**config.mk**
```make
export PLATFORM = sky130hd
export DESIGN_NAME = qqspi_arbiter
export DESIGN_NICKNAME = d
export VERILOG_FILES = /design/src/rtl/qqspi_arbiter.sv
export SDC_FILE = /design/constraint.sdc
export NUM_CORES = 1
export LEC_CHECK = 0
export CAP_MARGIN = 25
export CORE_MARGIN = 10
export CORE_UTILIZATION = 32
export CTS_CLUSTER_DIAMETER = 30
export DETAILED_ROUTE_END_ITERATION = 7
export PLACE_DENSITY = 0.86
export SETUP_SLACK_MARGIN = 0.15
export SYNTH_ARGS = -nofsm -noshare
export SYNTH_HDL_FRONTEND = slang
export SYNTH_SLANG_ARGS = --single-unit
```
**constraint.sdc**
```tcl
create_clock -name clk -period 3.9 [get_ports clk]
set_input_delay 1.17 -clock clk [delete_from_list [all_inputs] [get_ports clk]]
set_output_delay 1.17 -clock clk [all_outputs]
set_load 0.01 [all_outputs]
```
**src/rtl/qqspi_arbiter.sv**
```systemverilog
// Two-master round-robin arbiter and address decoder in front of the shared qqspi controller.
// Flash writes and unmapped addresses are answered locally with an error pulse, never reaching SPI.
module qqspi_arbiter #(
  parameter logic [31:0] FLASH_START     = 32'h2000_0000,
  parameter logic [31:0] FLASH_END       = 32'h2100_0000,
  parameter logic [31:0] PSRAM_START     = 32'h8000_0000,
  parameter logic [31:0] PSRAM_BANK_SIZE = 32'h0080_0000
) (
  input  logic        clk,
  input  logic        resetn,
  input  logic        m0_valid,
  input  logic [31:0] m0_addr,
  input  logic [31:0] m0_wdata,
  input  logic [3:0]  m0_wstrb,
  output logic [31:0] m0_rdata,
  output logic        m0_ready,
  output logic        m0_err,
  input  logic        m1_valid,
  input  logic [31:0] m1_addr,
  input  logic [31:0] m1_wdata,
  input  logic [3:0]  m1_wstrb,
  output logic [31:0] m1_rdata,
  output logic        m1_ready,
  output logic        m1_err,
  output logic        mem_valid,
  output logic [22:0] mem_addr,
  output logic [31:0] mem_wdata,
  output logic [3:0]  mem_wstrb,
  output logic        mem_psram,
  output logic [2:0]  mem_ce_ctrl,
  input  logic [31:0] mem_rdata,
  input  logic        mem_ready
);

  localparam logic [31:0] PSRAM_LO_END = PSRAM_START + PSRAM_BANK_SIZE;
  localparam logic [31:0] PSRAM_HI_END = PSRAM_LO_END + PSRAM_BANK_SIZE;

  typedef enum logic [1:0] {S_IDLE, S_BUSY, S_ERR, S_RECOVER} state_t;
  typedef enum logic [1:0] {D_ILLEGAL, D_FLASH, D_PSRAM_LO, D_PSRAM_HI} dec_t;

  function automatic dec_t f_decode(input logic [31:0] addr, input logic [3:0] wstrb);
    dec_t d;
    d = D_ILLEGAL;
    if (addr >= FLASH_START && addr < FLASH_END) begin
      if (wstrb == 4'd0) d = D_FLASH;
    end else if (addr >= PSRAM_START && addr < PSRAM_LO_END) begin
      d = D_PSRAM_LO;
    end else if (addr >= PSRAM_LO_END && addr < PSRAM_HI_END) begin
      d = D_PSRAM_HI;
    end
    return d;
  endfunction

  state_t      r_state;
  logic        r_last;
  logic        r_grant;
  logic [21:0] r_addr;
  logic [31:0] r_wdata;
  logic [3:0]  r_wstrb;
  dec_t        r_dec;

  logic [1:0]  w_pend;
  logic        w_pick;
  logic [31:0] w_addr;
  logic [31:0] w_wdata;
  logic [3:0]  w_wstrb;
  dec_t        w_dec;
  logic        w_busy;
  logic        w_err;
  logic        w_xfer_done;
  logic        w_done;

  // On a tie the master that did not complete last wins; a lone requester always wins.
  assign w_pend  = {m1_valid, m0_valid};
  assign w_pick  = (w_pend == 2'b11) ? ~r_last : w_pend[1];
  assign w_addr  = w_pick ? m1_addr  : m0_addr;
  assign w_wdata = w_pick ? m1_wdata : m0_wdata;
  assign w_wstrb = w_pick ? m1_wstrb : m0_wstrb;
  assign w_dec   = f_decode(w_addr, w_wstrb);

  always_ff @(posedge clk or negedge resetn) begin
    if (!resetn) begin
      r_state <= S_IDLE;
      r_last  <= 1'b1;
      r_grant <= 1'b0;
      r_addr  <= '0;
      r_wdata <= '0;
      r_wstrb <= '0;
      r_dec   <= D_ILLEGAL;
    end else begin
      case (r_state)
        S_IDLE: begin
          if (|w_pend) begin
            r_grant <= w_pick;
            r_addr  <= w_addr[23:2];
            r_wdata <= w_wdata;
            r_wstrb <= w_wstrb;
            r_dec   <= w_dec;
            r_state <= (w_dec == D_ILLEGAL) ? S_ERR : S_BUSY;
          end
        end
        S_BUSY: begin
          if (mem_ready) begin
            r_last  <= r_grant;
            r_state <= S_RECOVER;
          end
        end
        S_ERR: begin
          r_last  <= r_grant;
          r_state <= S_RECOVER;
        end
        default: r_state <= S_IDLE;
      endcase
    end
  end

  // Completion is combinational so the master sees ready in the same cycle as mem_ready.
  assign w_busy      = (r_state == S_BUSY);
  assign w_err       = (r_state == S_ERR);
  assign w_xfer_done = w_busy && mem_ready;
  assign w_done      = w_xfer_done || w_err;

  assign m0_ready = w_done && !r_grant;
  assign m1_ready = w_done &&  r_grant;
  assign m0_err   = w_err  && !r_grant;
  assign m1_err   = w_err  &&  r_grant;
  assign m0_rdata = (w_xfer_done && !r_grant) ? mem_rdata : 32'h0;
  assign m1_rdata = (w_xfer_done &&  r_grant) ? mem_rdata : 32'h0;

  assign mem_valid   = w_busy && !mem_ready;
  assign mem_addr    = {1'b0, r_addr};
  assign mem_wdata   = r_wdata;
  assign mem_wstrb   = r_wstrb;
  assign mem_psram   = w_busy && (r_dec == D_PSRAM_LO || r_dec == D_PSRAM_HI);
  assign mem_ce_ctrl = w_busy ? {r_dec == D_PSRAM_HI, r_dec == D_PSRAM_LO, r_dec == D_FLASH} : 3'b000;

endmodule
```
# == Word level (Yosys, flattened, before mapping) ==
# Index checks and enable logic that the tools add are counted.
# totals
regBits,64
latchBits,0
ramBits,0
mem_bits_ro,0
input_bits,173
memories,0
# classes
n_addsub,0
n_mul,0
div_mod_pow,0
n_lt_le_gt_ge,6
eq_ne,8
n_shift,0
mux,17
bitwise,1
reduce_logical,24
# op_table
cell,n
32-bit 2-to-1 mux,4
32-bit >= comparator (second input constant),2
32-bit < comparator (second input constant),2
32-bit by 30-bit >= comparator with 1-bit output (second input constant),1
32-bit by 30-bit < comparator with 1-bit output (second input constant),1
1-bit logical AND,12
2-bit 2-to-1 mux,6
2-bit equality test (second input constant),4
2-bit one-hot mux with 3 select lines,1
2-bit AND reduction,3
2-bit by 1-bit equality test with 1-bit output (second input constant),2
2-bit logical NOT,2
4-bit logical NOT,1
4-bit 2-to-1 mux,1
2-bit != test (second input constant),2
1-bit 2-to-1 mux,3
3-bit 2-to-1 mux,1
1-bit logical NOT,2
1-bit logical OR,2
1-bit one-hot mux with 2 select lines,1
2-bit nonzero test,1
2-bit OR reduction,1
1-bit NOT,1

# == Logic depth before layout (Yosys ltp) ==
# depth
word_depth,12
ltp_mapped,7
mapped_depth_nobuf,6

# == Worst setup path before layout ==
# Ideal clock, no wire load.
# synth_path
kind,in2out
from,in mem_ready
to,out m0_rdata[10]
arrival_ps,1764
slack_ps,966
path_stages,3
path_buffers,1
cell_sequence,and3_1 > clkbuf_1 > and2_1
# synth_via
elab_chain_len,3
# synth_lines
item,line_no,source
start: declaration,32,input logic mem_ready
1-bit logical AND,120,assign w_xfer_done = w_busy && mem_ready;
1-bit logical AND,127,assign m0_rdata = (w_xfer_done && !r_grant) ? mem_rdata : 32'h0;
32-bit 2-to-1 mux,127,
end: declaration,15,"output logic [31:0] m0_rdata,"
# Every way passes these cells.

# == Worst setup path after layout ==
# layout_path
from,in mem_ready
to,out m1_rdata[29]
# layout_via
elab_chain_len,3
# layout_lines
item,line_no,source
1-bit logical AND,120,
1-bit logical AND,128,assign m1_rdata = (w_xfer_done && r_grant) ? mem_rdata : 32'h0;
32-bit 2-to-1 mux,128,
end: declaration,22,"output logic [31:0] m1_rdata,"
# Every way passes these cells.

==> results.tsv <==
stage	metric	value	unit
status	status	complete, no violations	
pwr	leakagePower	3.30	nW
timing	hold_violations	0	
critical_path	required	2.73	ns
synthesis	syn_nets	560	
global_route	track_usage	18.2	%
timing	report.final.slew_viol_count	0	
synthesis	synth.distinct_cells	34	
synthesis	yosysWarnings	0	
critical_path	crit_type	in -> out	
global_route	grt_max_degree	69	
synthesis	ys_ff_latch	64	
detailed_routing	postRouteWirelength	15400	um
global_route	grt_pass1_vias	4278	
timing	fmax	0.276	GHz
floorplanning	core-area	11000	sq um
critical_path	crit_fanout	9	
clocking	clk_latency	0.33	ns
timing	clock_skew	0.00628	ns
timing	maxSlewHeadroom	45.3	%
hold_path	hold_class	reg -> reg	
synthesis	syn_inst	383	
timing	layout_setup_ws	0.283	ns
clocking	root_buffer	clkbuf_16	
floorplanning	floorplan.initialDensity	33.2	%
job	max-cap-violations	0	
placement	dpl_worst_slack	-0.0518	ns
pwr	powerDensity	560	nW/um^2
detailed_routing	vias_per_cell	4.71	
clocking	holdBufCountCts	0	
clocking	cts_made_buffers	9	
timing	setup_violations	0	
cells_and_area	syn2layout_area_growth	93.0	%
synthesis	syn_avg_cell_area	9.51	sq um
detailed_routing	vias	3881	
detailed_routing	drt_iter0_drc	66	
critical_path	cp-end-kind	output port	
floorplanning	fp-row-count	38	
detailed_routing	drc_errors	0	
detailed_routing	firstDrtPassIters	4	
floorplanning	die_width	127	um
floorplanning	die_h	127	um
clocking	clkTransAtPathRegs	0.06	ns
placement	gp_congestion	0.845	
cells_and_area	area.sequential	1600	sq um
placement	hpwl	13100	um
global_route	gr-total-overflow	0	
timing	rsz0062_at_grt	false	
cells_and_area	antenna_cells	0	
clocking	clockBufferDepth	2	
detailed_routing	detail-route-antenna-nets	0	
critical_path	crit_arrival	2.45	ns
pwr	peakVddDrop	0.323	mV
timing	post-route-period-util	92.7	%
clocking	clock_sinks	64	
placement	portBuffers	299	
synthesis	yosysSeqAreaShare	44.0	%
detailed_routing	detail_route.wl_per_cell	18.6	um
timing	period_minus_slack	3.62	ns
timing	tightest_slew	0.820	ns
critical_path	setup.worst_path.start_class	primary input	
floorplanning	die-area	16100	sq um
global_route	grt_pass1_wl	23400	um
global_route	antenna_found_initial	0	
timing	fin_tns_setup	0	ns
clocking	htreeDepth	3	
cells_and_area	multi_input_area	1880	sq um
cells_and_area	drive_gt1_share	5.56	%
floorplanning	ios	305	
cells_and_area	fin_nets	856	
synthesis	synthesis.area	3640	sq um
clocking	cts_tree	built	
cells_and_area	n_fill_cell	894	
==> through the flow <==
step / utilization [%] / cell area (sq um) / power, mW / std cells / hold WS (ns)
finish: 64.0 / 7030 / 3.94 / 824 / 0.474
global route: 64.0 / 7030 / 4.22 / 824 / 0.503
CTS: 64.0 / 7030 / 3.99 / 824 / 0.482
detailed placement: 61.6 / 6770 / 3.22 / 807 / 0.470
global placement: 61.6 / 6770 / 3.15 / 807 / 0.461
floorplan: - / 3640 / 2.05 / 383 / 0.468
==> critical path: stages <==
cell and delay (ns):
dlygate4sd2_1 0.24, and3_4 0.22, buf_4 0.15, and2_1 0.13
clkdlybuf4s50_1 0.53
==> sequential cells by signal, summed over array words and instances (netlist names) <==
| register | cells |
|---|---|
| mem_wdata | 32 |
| r_last | 1 |
| mem_wstrb | 4 |
| r_dec | 2 |
| r_state | 2 |
| r_grant | 1 |
| r_addr | 22 |
==> Yosys cell counts (all sizes together) <==
cell type	number	area (sq um)
a21boi	1	11.3
or3b	1	8.76
nor4	4	25.0
ha	4	50.1
buf	11	119
or2	2	12.5
nor2	1	3.75
conb	1	3.75
mux2i	59	591
a2111oi	1	8.76
and3	3	18.8
a21o	2	15.0
nor2b	4	25.0
nand3b	1	7.51
o22a	1	8.76
nand3	2	10.0
nor4b	4	35.0
and4	1	8.76
dfstp	1	26.3
and3b	1	8.76
o21ai	63	319
nand4b	1	8.76
inv	4	15.0
nand4	2	12.5
a21oi	4	20.0
and2	66	413
dfrtp	63	1580
nand2	60	225
clkbuf	15	56.3
==> power breakdown <==
part           internal, mW  switching [mW]  total (mW)
Sequential            0.994           0.177        1.17
Combinational          1.07           0.922        1.99
Clock                 0.482           0.292       0.774
==> cells in the final DEF (no fill, tap or decap), types with 3 or more instances in the layout <==
cell	netlist	routed
a21oi_1	4	4
nor2b_1	4	3
buf_4	1	8
nor4_1	4	4
nor4b_1	4	4
inv_1	4	4
clkbuf_16	0	9
ha_1	4	4
dlygate4sd2_1	0	58
dfrtp_1	63	63
mux2i_1	59	59
clkdlybuf4s50_1	0	239
nand2_1	60	60
buf_12	2	3
o21ai_1	11	11
clkbuf_8	0	3
and2_1	66	66
o21ai_0	51	51
==> path summary, 6_finish.rpt <==
check	startpoint	end	slack [ns]	cells past startpoint
max	mem_ready	m1_rdata[29]	0.28	5
min	mem_wdata[13]	mem_wdata[13]	0.47	2
max reg2reg	r_state[1]	r_state[0]	2.12	6
min reg2reg	mem_wdata[13]	mem_wdata[13]	0.47	2
max in group asynchronous	resetn	r_grant	2.31	2
min in group asynchronous	resetn	mem_wstrb[0]	1.03	2
==> cell type report <==
class                   instances  share of cell area, %
repair buffers                311                   43.6
clock buffers                  12                   3.79
multi-input cells             289                   26.7
clock inverters                 4                  0.374
inverters                       4                  0.213
flip-flops and latches         64                   22.8
well taps                     140                   2.49
==> routing by layer <==
metal / up-vias / wire (um) / GRT usage (%)
met1: 1760 / 5550 / 18.4
met2: 195 / 7830 / 32.5
met4: 0 / 450 / 6.90
met5: - / 0 / 0
li1: 1894 / - / -
met3: 32 / 1520 / 7.87
==> cells by family after synthesis <==
kind of cell	Yosys count	synth area share, %
AO/OA/AOI/OAI	72	10.5
adder cells (fa/ha/maj)	4	1.37
buffers and inverters	30	5.22
flip-flops	64	44.0
multiplexers	59	16.2
other	1	0.103
AND/OR/NAND/NOR	153	22.6
==> repair_timing <==
action                     4_1_cts  5_1_grt
setup endpoints to repair       67        0
resized for setup               65        0
setup buffers                    0        0
Power figures use the tool's default switching activity.
